**src/rtl/wb_arbiter_pkg.sv**
```systemverilog
// Shared core types for the write-back path: the result payload and a round-robin index helper.
package wb_arbiter_pkg;

  localparam int DEST_W = 7;
  localparam int DATA_W = 32;

  typedef struct packed {
    logic [DEST_W-1:0] dest;
    logic [DATA_W-1:0] data;
  } result_t;

  function automatic int rr_next(input int idx, input int n);
    return (idx + 1 >= n) ? 0 : idx + 1;
  endfunction

endpackage

```
**src/rtl/wb_arbiter_rr.sv**
```systemverilog
// Combinational round-robin pick: first requester at or after ptr, zero latency.
// Pure function of its inputs; stalling is the caller's job.
module rr_arbiter
  import wb_arbiter_pkg::*;
#(
  parameter int N = 4,
  localparam int PW = $clog2(N)
) (
  input  logic [N-1:0]  req,
  input  logic [PW-1:0] ptr,
  output logic [N-1:0]  gnt,
  output logic [PW-1:0] gnt_idx,
  output logic          gnt_any
);

  always_comb begin
    int j;
    gnt     = '0;
    gnt_idx = '0;
    gnt_any = 1'b0;
    j       = int'(ptr);
    for (int k = 0; k < N; k++) begin
      if (!gnt_any && req[j]) begin
        gnt[j]  = 1'b1;
        gnt_idx = PW'(j);
        gnt_any = 1'b1;
      end
      j = rr_next(j, N);
    end
  end

endmodule

```
**src/rtl/wb_arbiter.sv**
```systemverilog
// N result ports, each queued, share one register-file write port; grant to write output is 1 cycle.
// Per-port ready drops only when that port's queue is full; wb_stall blocks new grants, never retracts a write.
module wb_arbiter
  import wb_arbiter_pkg::*;
#(
  parameter int N     = 4,
  parameter int DEPTH = 2
) (
  input  logic                clk,
  input  logic                reset,
  input  result_t [N-1:0]     result,
  input  logic [N-1:0]        result_valid,
  output logic [N-1:0]        result_ready,
  input  logic                wb_stall,
  output logic                write_en,
  output logic [DEST_W-1:0]   write_addr,
  output logic [DATA_W-1:0]   write_data,
  output logic                busy
);

  localparam int PW = $clog2(N);
  localparam int AW = $clog2(DEPTH);
  localparam int CW = AW + 1;

  logic              armed_q, armed_d;
  logic [N-1:0]      push_vld;
  logic [N-1:0]      pop_vld;
  logic [N-1:0]      req_vld;
  result_t           head [N];

  logic [N-1:0]      gnt;
  logic [PW-1:0]     gnt_idx;
  logic              gnt_any;
  logic              grant;
  logic [PW-1:0]     ptr_q, ptr_d;

  logic              write_en_q, write_en_d;
  logic [DEST_W-1:0] write_addr_q, write_addr_d;
  logic [DATA_W-1:0] write_data_q, write_data_d;

  // Ready is held low for the first edge after reset so nothing is accepted before the queues settle.
  assign armed_d = 1'b1;
  assign grant   = gnt_any & ~wb_stall;
  assign pop_vld = grant ? gnt : '0;

  for (genvar i = 0; i < N; i++) begin : g_queue
    result_t       mem_q [DEPTH];
    result_t       mem_d [DEPTH];
    logic [AW-1:0] wr_ptr_q, wr_ptr_d;
    logic [AW-1:0] rd_ptr_q, rd_ptr_d;
    logic [CW-1:0] cnt_q, cnt_d;

    assign result_ready[i] = armed_q & ~reset & (cnt_q != CW'(DEPTH));
    assign push_vld[i]     = result_valid[i] & result_ready[i];
    assign req_vld[i]      = (cnt_q != '0);
    assign head[i]         = mem_q[rd_ptr_q];

    always_comb begin
      mem_d    = mem_q;
      wr_ptr_d = wr_ptr_q;
      rd_ptr_d = rd_ptr_q;
      cnt_d    = cnt_q;
      if (push_vld[i]) begin
        mem_d[wr_ptr_q] = result[i];
        wr_ptr_d        = wr_ptr_q + AW'(1);
      end
      if (pop_vld[i]) begin
        rd_ptr_d = rd_ptr_q + AW'(1);
      end
      case ({push_vld[i], pop_vld[i]})
        2'b10:   cnt_d = cnt_q + CW'(1);
        2'b01:   cnt_d = cnt_q - CW'(1);
        default: cnt_d = cnt_q;
      endcase
    end

    always_ff @(posedge clk or posedge reset) begin
      if (reset) begin
        for (int k = 0; k < DEPTH; k++) begin
          mem_q[k] <= '0;
        end
        wr_ptr_q <= '0;
        rd_ptr_q <= '0;
        cnt_q    <= '0;
      end else begin
        mem_q    <= mem_d;
        wr_ptr_q <= wr_ptr_d;
        rd_ptr_q <= rd_ptr_d;
        cnt_q    <= cnt_d;
      end
    end
  end

  rr_arbiter #(.N(N)) u_rr (
    .req     (req_vld),
    .ptr     (ptr_q),
    .gnt     (gnt),
    .gnt_idx (gnt_idx),
    .gnt_any (gnt_any)
  );

  always_comb begin
    write_en_d   = 1'b0;
    write_addr_d = '0;
    write_data_d = '0;
    ptr_d        = ptr_q;
    if (grant) begin
      write_en_d   = 1'b1;
      write_addr_d = head[gnt_idx].dest;
      write_data_d = head[gnt_idx].data;
      ptr_d        = PW'(rr_next(int'(gnt_idx), N));
    end
  end

  always_ff @(posedge clk or posedge reset) begin
    if (reset) begin
      armed_q      <= 1'b0;
      ptr_q        <= '0;
      write_en_q   <= 1'b0;
      write_addr_q <= '0;
      write_data_q <= '0;
    end else begin
      armed_q      <= armed_d;
      ptr_q        <= ptr_d;
      write_en_q   <= write_en_d;
      write_addr_q <= write_addr_d;
      write_data_q <= write_data_d;
    end
  end

  assign write_en   = write_en_q;
  assign write_addr = write_addr_q;
  assign write_data = write_data_q;
  assign busy       = (|req_vld) | write_en_q;

endmodule

```
**config.mk**
```make
export PLATFORM = sky130hd
export DESIGN_NAME = wb_arbiter
export DESIGN_NICKNAME = d
export VERILOG_FILES = /design/src/rtl/wb_arbiter_pkg.sv /design/src/rtl/wb_arbiter_rr.sv /design/src/rtl/wb_arbiter.sv
export SDC_FILE = /design/constraint.sdc
export NUM_CORES = 1
export LEC_CHECK = 0
export CAP_MARGIN = 40
export CELL_PAD_IN_SITES_DETAIL_PLACEMENT = 0
export CELL_PAD_IN_SITES_GLOBAL_PLACEMENT = 1
export CORE_ASPECT_RATIO = 0.75
export CORE_MARGIN = 2
export CORE_UTILIZATION = 35
export CTS_BUF_LIST = sky130_fd_sc_hd__clkbuf_2
export CTS_CLUSTER_SIZE = 12
export DETAILED_ROUTE_END_ITERATION = 7
export GPL_TIMING_DRIVEN = 0
export PLACE_DENSITY = 0.74
export SLEW_MARGIN = 5
export SYNTH_ARGS = -nofsm -noshare
export SYNTH_HDL_FRONTEND = slang
export SYNTH_SLANG_ARGS = --single-unit
export TNS_END_PERCENT = 30
```
**constraint.sdc**
```tcl
create_clock -name clk -period 22.1 [get_ports clk]
set_input_delay 2.21 -clock clk [delete_from_list [all_inputs] [get_ports clk]]
set_output_delay 2.21 -clock clk [all_outputs]
set_load 0.005 [all_outputs]
```
==> metrics.txt <==
Die W=roughly 260 um; CORE AREA=between 40000 and 50000 um2; part of the total power dissipated in combinational logic=0.514; highest clock rate=around 130 MHz; final std cells w/o fill=2226; family with the most delay on the worst path=buffers and inverters; Final period util=0.344; sequential cell area=between 9000 and 10000 um2; overall power=roughly 0.0034 W; antenna violations before repair=2; most used flip-flop cell after synthesis=sky130_fd_sc_hd__dfrtp_1; TNS Setup=0 ps; Min-Delay Endpoint=g_queue[2].mem_q[60]; final hold slack=between 500 and 600 ps; number of buffers added to fix hold violations after cts=0; CP Data Required Time=around 20000 ps; max capacitance violation total=0; net switching power of the design=0.00136 W; critical register-to-register path startpoint=ptr_q[1]; number of hold violations in the final report=0; path depth of the worst reg2reg path=12; clock slew seen by the registers of the worst setup and hold paths=around 90 ps; sum of buffers and inverters on the critical path=5; IR drop worst, VDD=76.3 uV; number of core rows=about 70; total I/O pin count=about 210; register-to-register setup slack=between 15000 and 20000 ps; maximum buffer depth of the clock tree=3; Reg power frac=0.351; Resize count post-CTS=0; Power Dens Cells=approximately 160 nW/um2; Remaining Overflow, GRT=0; power share of the clock group=0.134; critical path startpoint category=input pin; proportion of register bits with asynchronous set or reset after synthesis=1.00; class of the most critical setup path=input pin to primary output; kind of capture point of the worst setup path=primary output; area of combinational cells with multiple inputs=approximately 7200 um2; leading cell types in the layout, fill and taps excluded=sky130_fd_sc_hd__dfrtp_1, sky130_fd_sc_hd__mux2_2, sky130_fd_sc_hd__clkdlybuf4s50_1; Synth Warn #=0; leakage component of the power=around 9 nW; commonest non-fill, non-tap cell in the layout=sky130_fd_sc_hd__dfrtp_1; clock period minus final worst setup slack=7590 ps; startpoint of the worst hold path=g_queue[2].mem_q[60]; endpoints failing setup=0; die footprint=between 50000 and 60000 um2; drt drc=0; y dimension of the die=194 um; CTS H-tree depth=3; switching power as a share of total power=0.406; first-pass GRT wire length=between 70000 and 80000 um; TritonCTS buffer count=between 80 and 90; number of instances in the synthesized netlist=1226; CP Max Fanout=126; global-route total usage across every layer=0.199; first-iteration detailed-routing DRC count=between 600 and 700; number of global-route vias before repair=roughly 12000; post-route ant nets=0; cell area after technology mapping=16900 um2; area added between synthesis and finish=22.6%; Vias/cell=5.07; synthesized area per cell=13.8 um2; ratio of cells with drive above 1 in the final layout=0.332; slowest library cell on the worst path=sky130_fd_sc_hd__clkdlybuf4s50_1; Clock Latency Late Sink=1000 ps; Synth Net Count=between 1000 and 1500; count of flip-flops with a built-in enable after synthesis=0; Setup crit start=reset; Placed Cells=~2100; cell breakdown of the critical path=clkdlybuf4s50_1 -> inv_8 -> buf_16 -> buf_16 -> nand2_1 -> a21oi_1 -> clkdlybuf4s50_1; final number of max-transition violations=0; arrival time of data at the critical path endpoint=approximately 5400 ps; count of cells along the worst hold path=1; Detail Placement HPWL=around 37000 um; setup repair bufs after CTS=0; total wirelength of the detailed-routed design=a little under 50000 um; maximum number of pins on one net before global-route repair=about 130; post-synthesis sequential area ratio=0.550; clock sink count=around 370; number of unique standard cell types used by synthesis=47; Final GP Congestion=about 0.9; average routed wire per standard cell=22.3 um; unrepaired setup endpoints after global routing=no; initial core utilization=0.356; TritonCTS clock tree=built; total iterations of the first detailed-routing run=5; Worst Max-Slew Pin Slew=943 ps; CTS root buffer=sky130_fd_sc_hd__clkbuf_2; final layout net count=~1700; capturing point of the worst reg2reg path=write_addr[1]; internal cell power=0.00199 W; slowest cell delay on critical path=610 ps; Max Clock Skew=about 73 ps; headroom to the max-slew limit=0.372; flip-flop and latch count after synthesis=~370; number of vias after detailed routing=~11000; final-layout fill cell count=between 4000 and 5000; outcome=complete, no violations; Tightest Hold Check Type=flop to flop; Port Buffer Count=around 210
[sequential cells by signal, summed over array words and instances (netlist names)]
name              cells
g_queue.wr_ptr_q      4
armed_q               1
ptr_q                 2
write_en              1
g_queue.cnt_q         8
g_queue.mem_q       312
g_queue.rd_ptr_q      4
write_data           32
write_addr            7
[stage by stage]
stage / worst slack (ps) / util / instance area (um2)
6_report: 14510 / 0.436 / 20700
5_1_grt: 14120 / 0.436 / 20700
4_1_cts: 14270 / 0.436 / 20700
3_5_place_dp: 14280 / 0.420 / 19900
3_3_place_gp: 2680 / 0.416 / 19800
2_1_floorplan: 8620 / - / 16900
[area by class of cell]
| cell class | count | area share |
|---|---|---|
| buffer | 82 | 0.0176 |
| multi-input combinational | 763 | 0.348 |
| timing repair buffer | 219 | 0.109 |
| antenna | 4 | 0.000483 |
| sequential | 371 | 0.448 |
| tap | 639 | 0.0386 |
| clock buffer | 119 | 0.0287 |
| clock inverter | 19 | 0.00737 |
| inverter | 10 | 0.00217 |
[layer usage]
layer / share of wire / global-route usage
met1: 0.47 / 0.276
met2: 0.45 / 0.304
met3: 0.061 / 0.0552
met4: 0.020 / 0.0552
met5: 0 / 0
[Yosys cell counts, types with 5 or more instances]
| master | count | area, um2 |
|---|---|---|
| sky130_fd_sc_hd__mux2_2 | 350 | 3940 |
| sky130_fd_sc_hd__xor2_1 | 9 | 78.8 |
| sky130_fd_sc_hd__o21ai_0 | 7 | 35.0 |
| sky130_fd_sc_hd__a21oi_1 | 32 | 160 |
| sky130_fd_sc_hd__nor2_1 | 14 | 52.6 |
| sky130_fd_sc_hd__a211o_1 | 24 | 210 |
| sky130_fd_sc_hd__ha_1 | 11 | 138 |
| sky130_fd_sc_hd__nor2b_1 | 24 | 150 |
| sky130_fd_sc_hd__mux2i_1 | 110 | 1100 |
| sky130_fd_sc_hd__or2_1 | 5 | 31.3 |
| sky130_fd_sc_hd__xnor2_1 | 11 | 96.3 |
| sky130_fd_sc_hd__mux2_1 | 16 | 180 |
| sky130_fd_sc_hd__buf_1 | 16 | 60.1 |
| sky130_fd_sc_hd__buf_2 | 16 | 80.1 |
| sky130_fd_sc_hd__o22ai_1 | 17 | 106 |
| sky130_fd_sc_hd__nand2_1 | 46 | 173 |
| sky130_fd_sc_hd__dfrtp_1 | 371 | 9280 |
| sky130_fd_sc_hd__o211ai_1 | 29 | 218 |
| sky130_fd_sc_hd__a211oi_1 | 25 | 188 |
| sky130_fd_sc_hd__inv_1 | 10 | 37.5 |
| sky130_fd_sc_hd__clkbuf_1 | 44 | 165 |
[worst max-delay path by stage]
stage	end	slack, ps	cells past startpoint
floorplan	result_ready[0]	8620	3
global placement	result_ready[1]	2680	5
detailed placement	result_ready[1]	14280	7
CTS	result_ready[1]	14270	7
global route	result_ready[1]	14120	7
finish	result_ready[3]	14510	7
[power groups by stage]
stage                     clock, W  combinational, W  sequential [W]
after floorplan                  0           0.00115         0.00114
after detailed placement         0           0.00173         0.00119
after CTS                 0.000467           0.00174         0.00118
after global placement           0           0.00168         0.00118
final                     0.000450           0.00173         0.00118
after global routing      0.000501           0.00186         0.00122
[cell families after synthesis]
| group | Yosys count | share of synthesized area |
|---|---|---|
| mux | 480 | 0.314 |
| flops | 371 | 0.550 |
| compound gates | 146 | 0.0624 |
| simple gates | 104 | 0.0298 |
| buf+inv | 92 | 0.0238 |
| xor+xnor | 20 | 0.0104 |
| fa+ha+maj | 12 | 0.00933 |
| other cells | 1 | 0.000222 |
No activity file was read; power rests on OpenSTA's default activity.
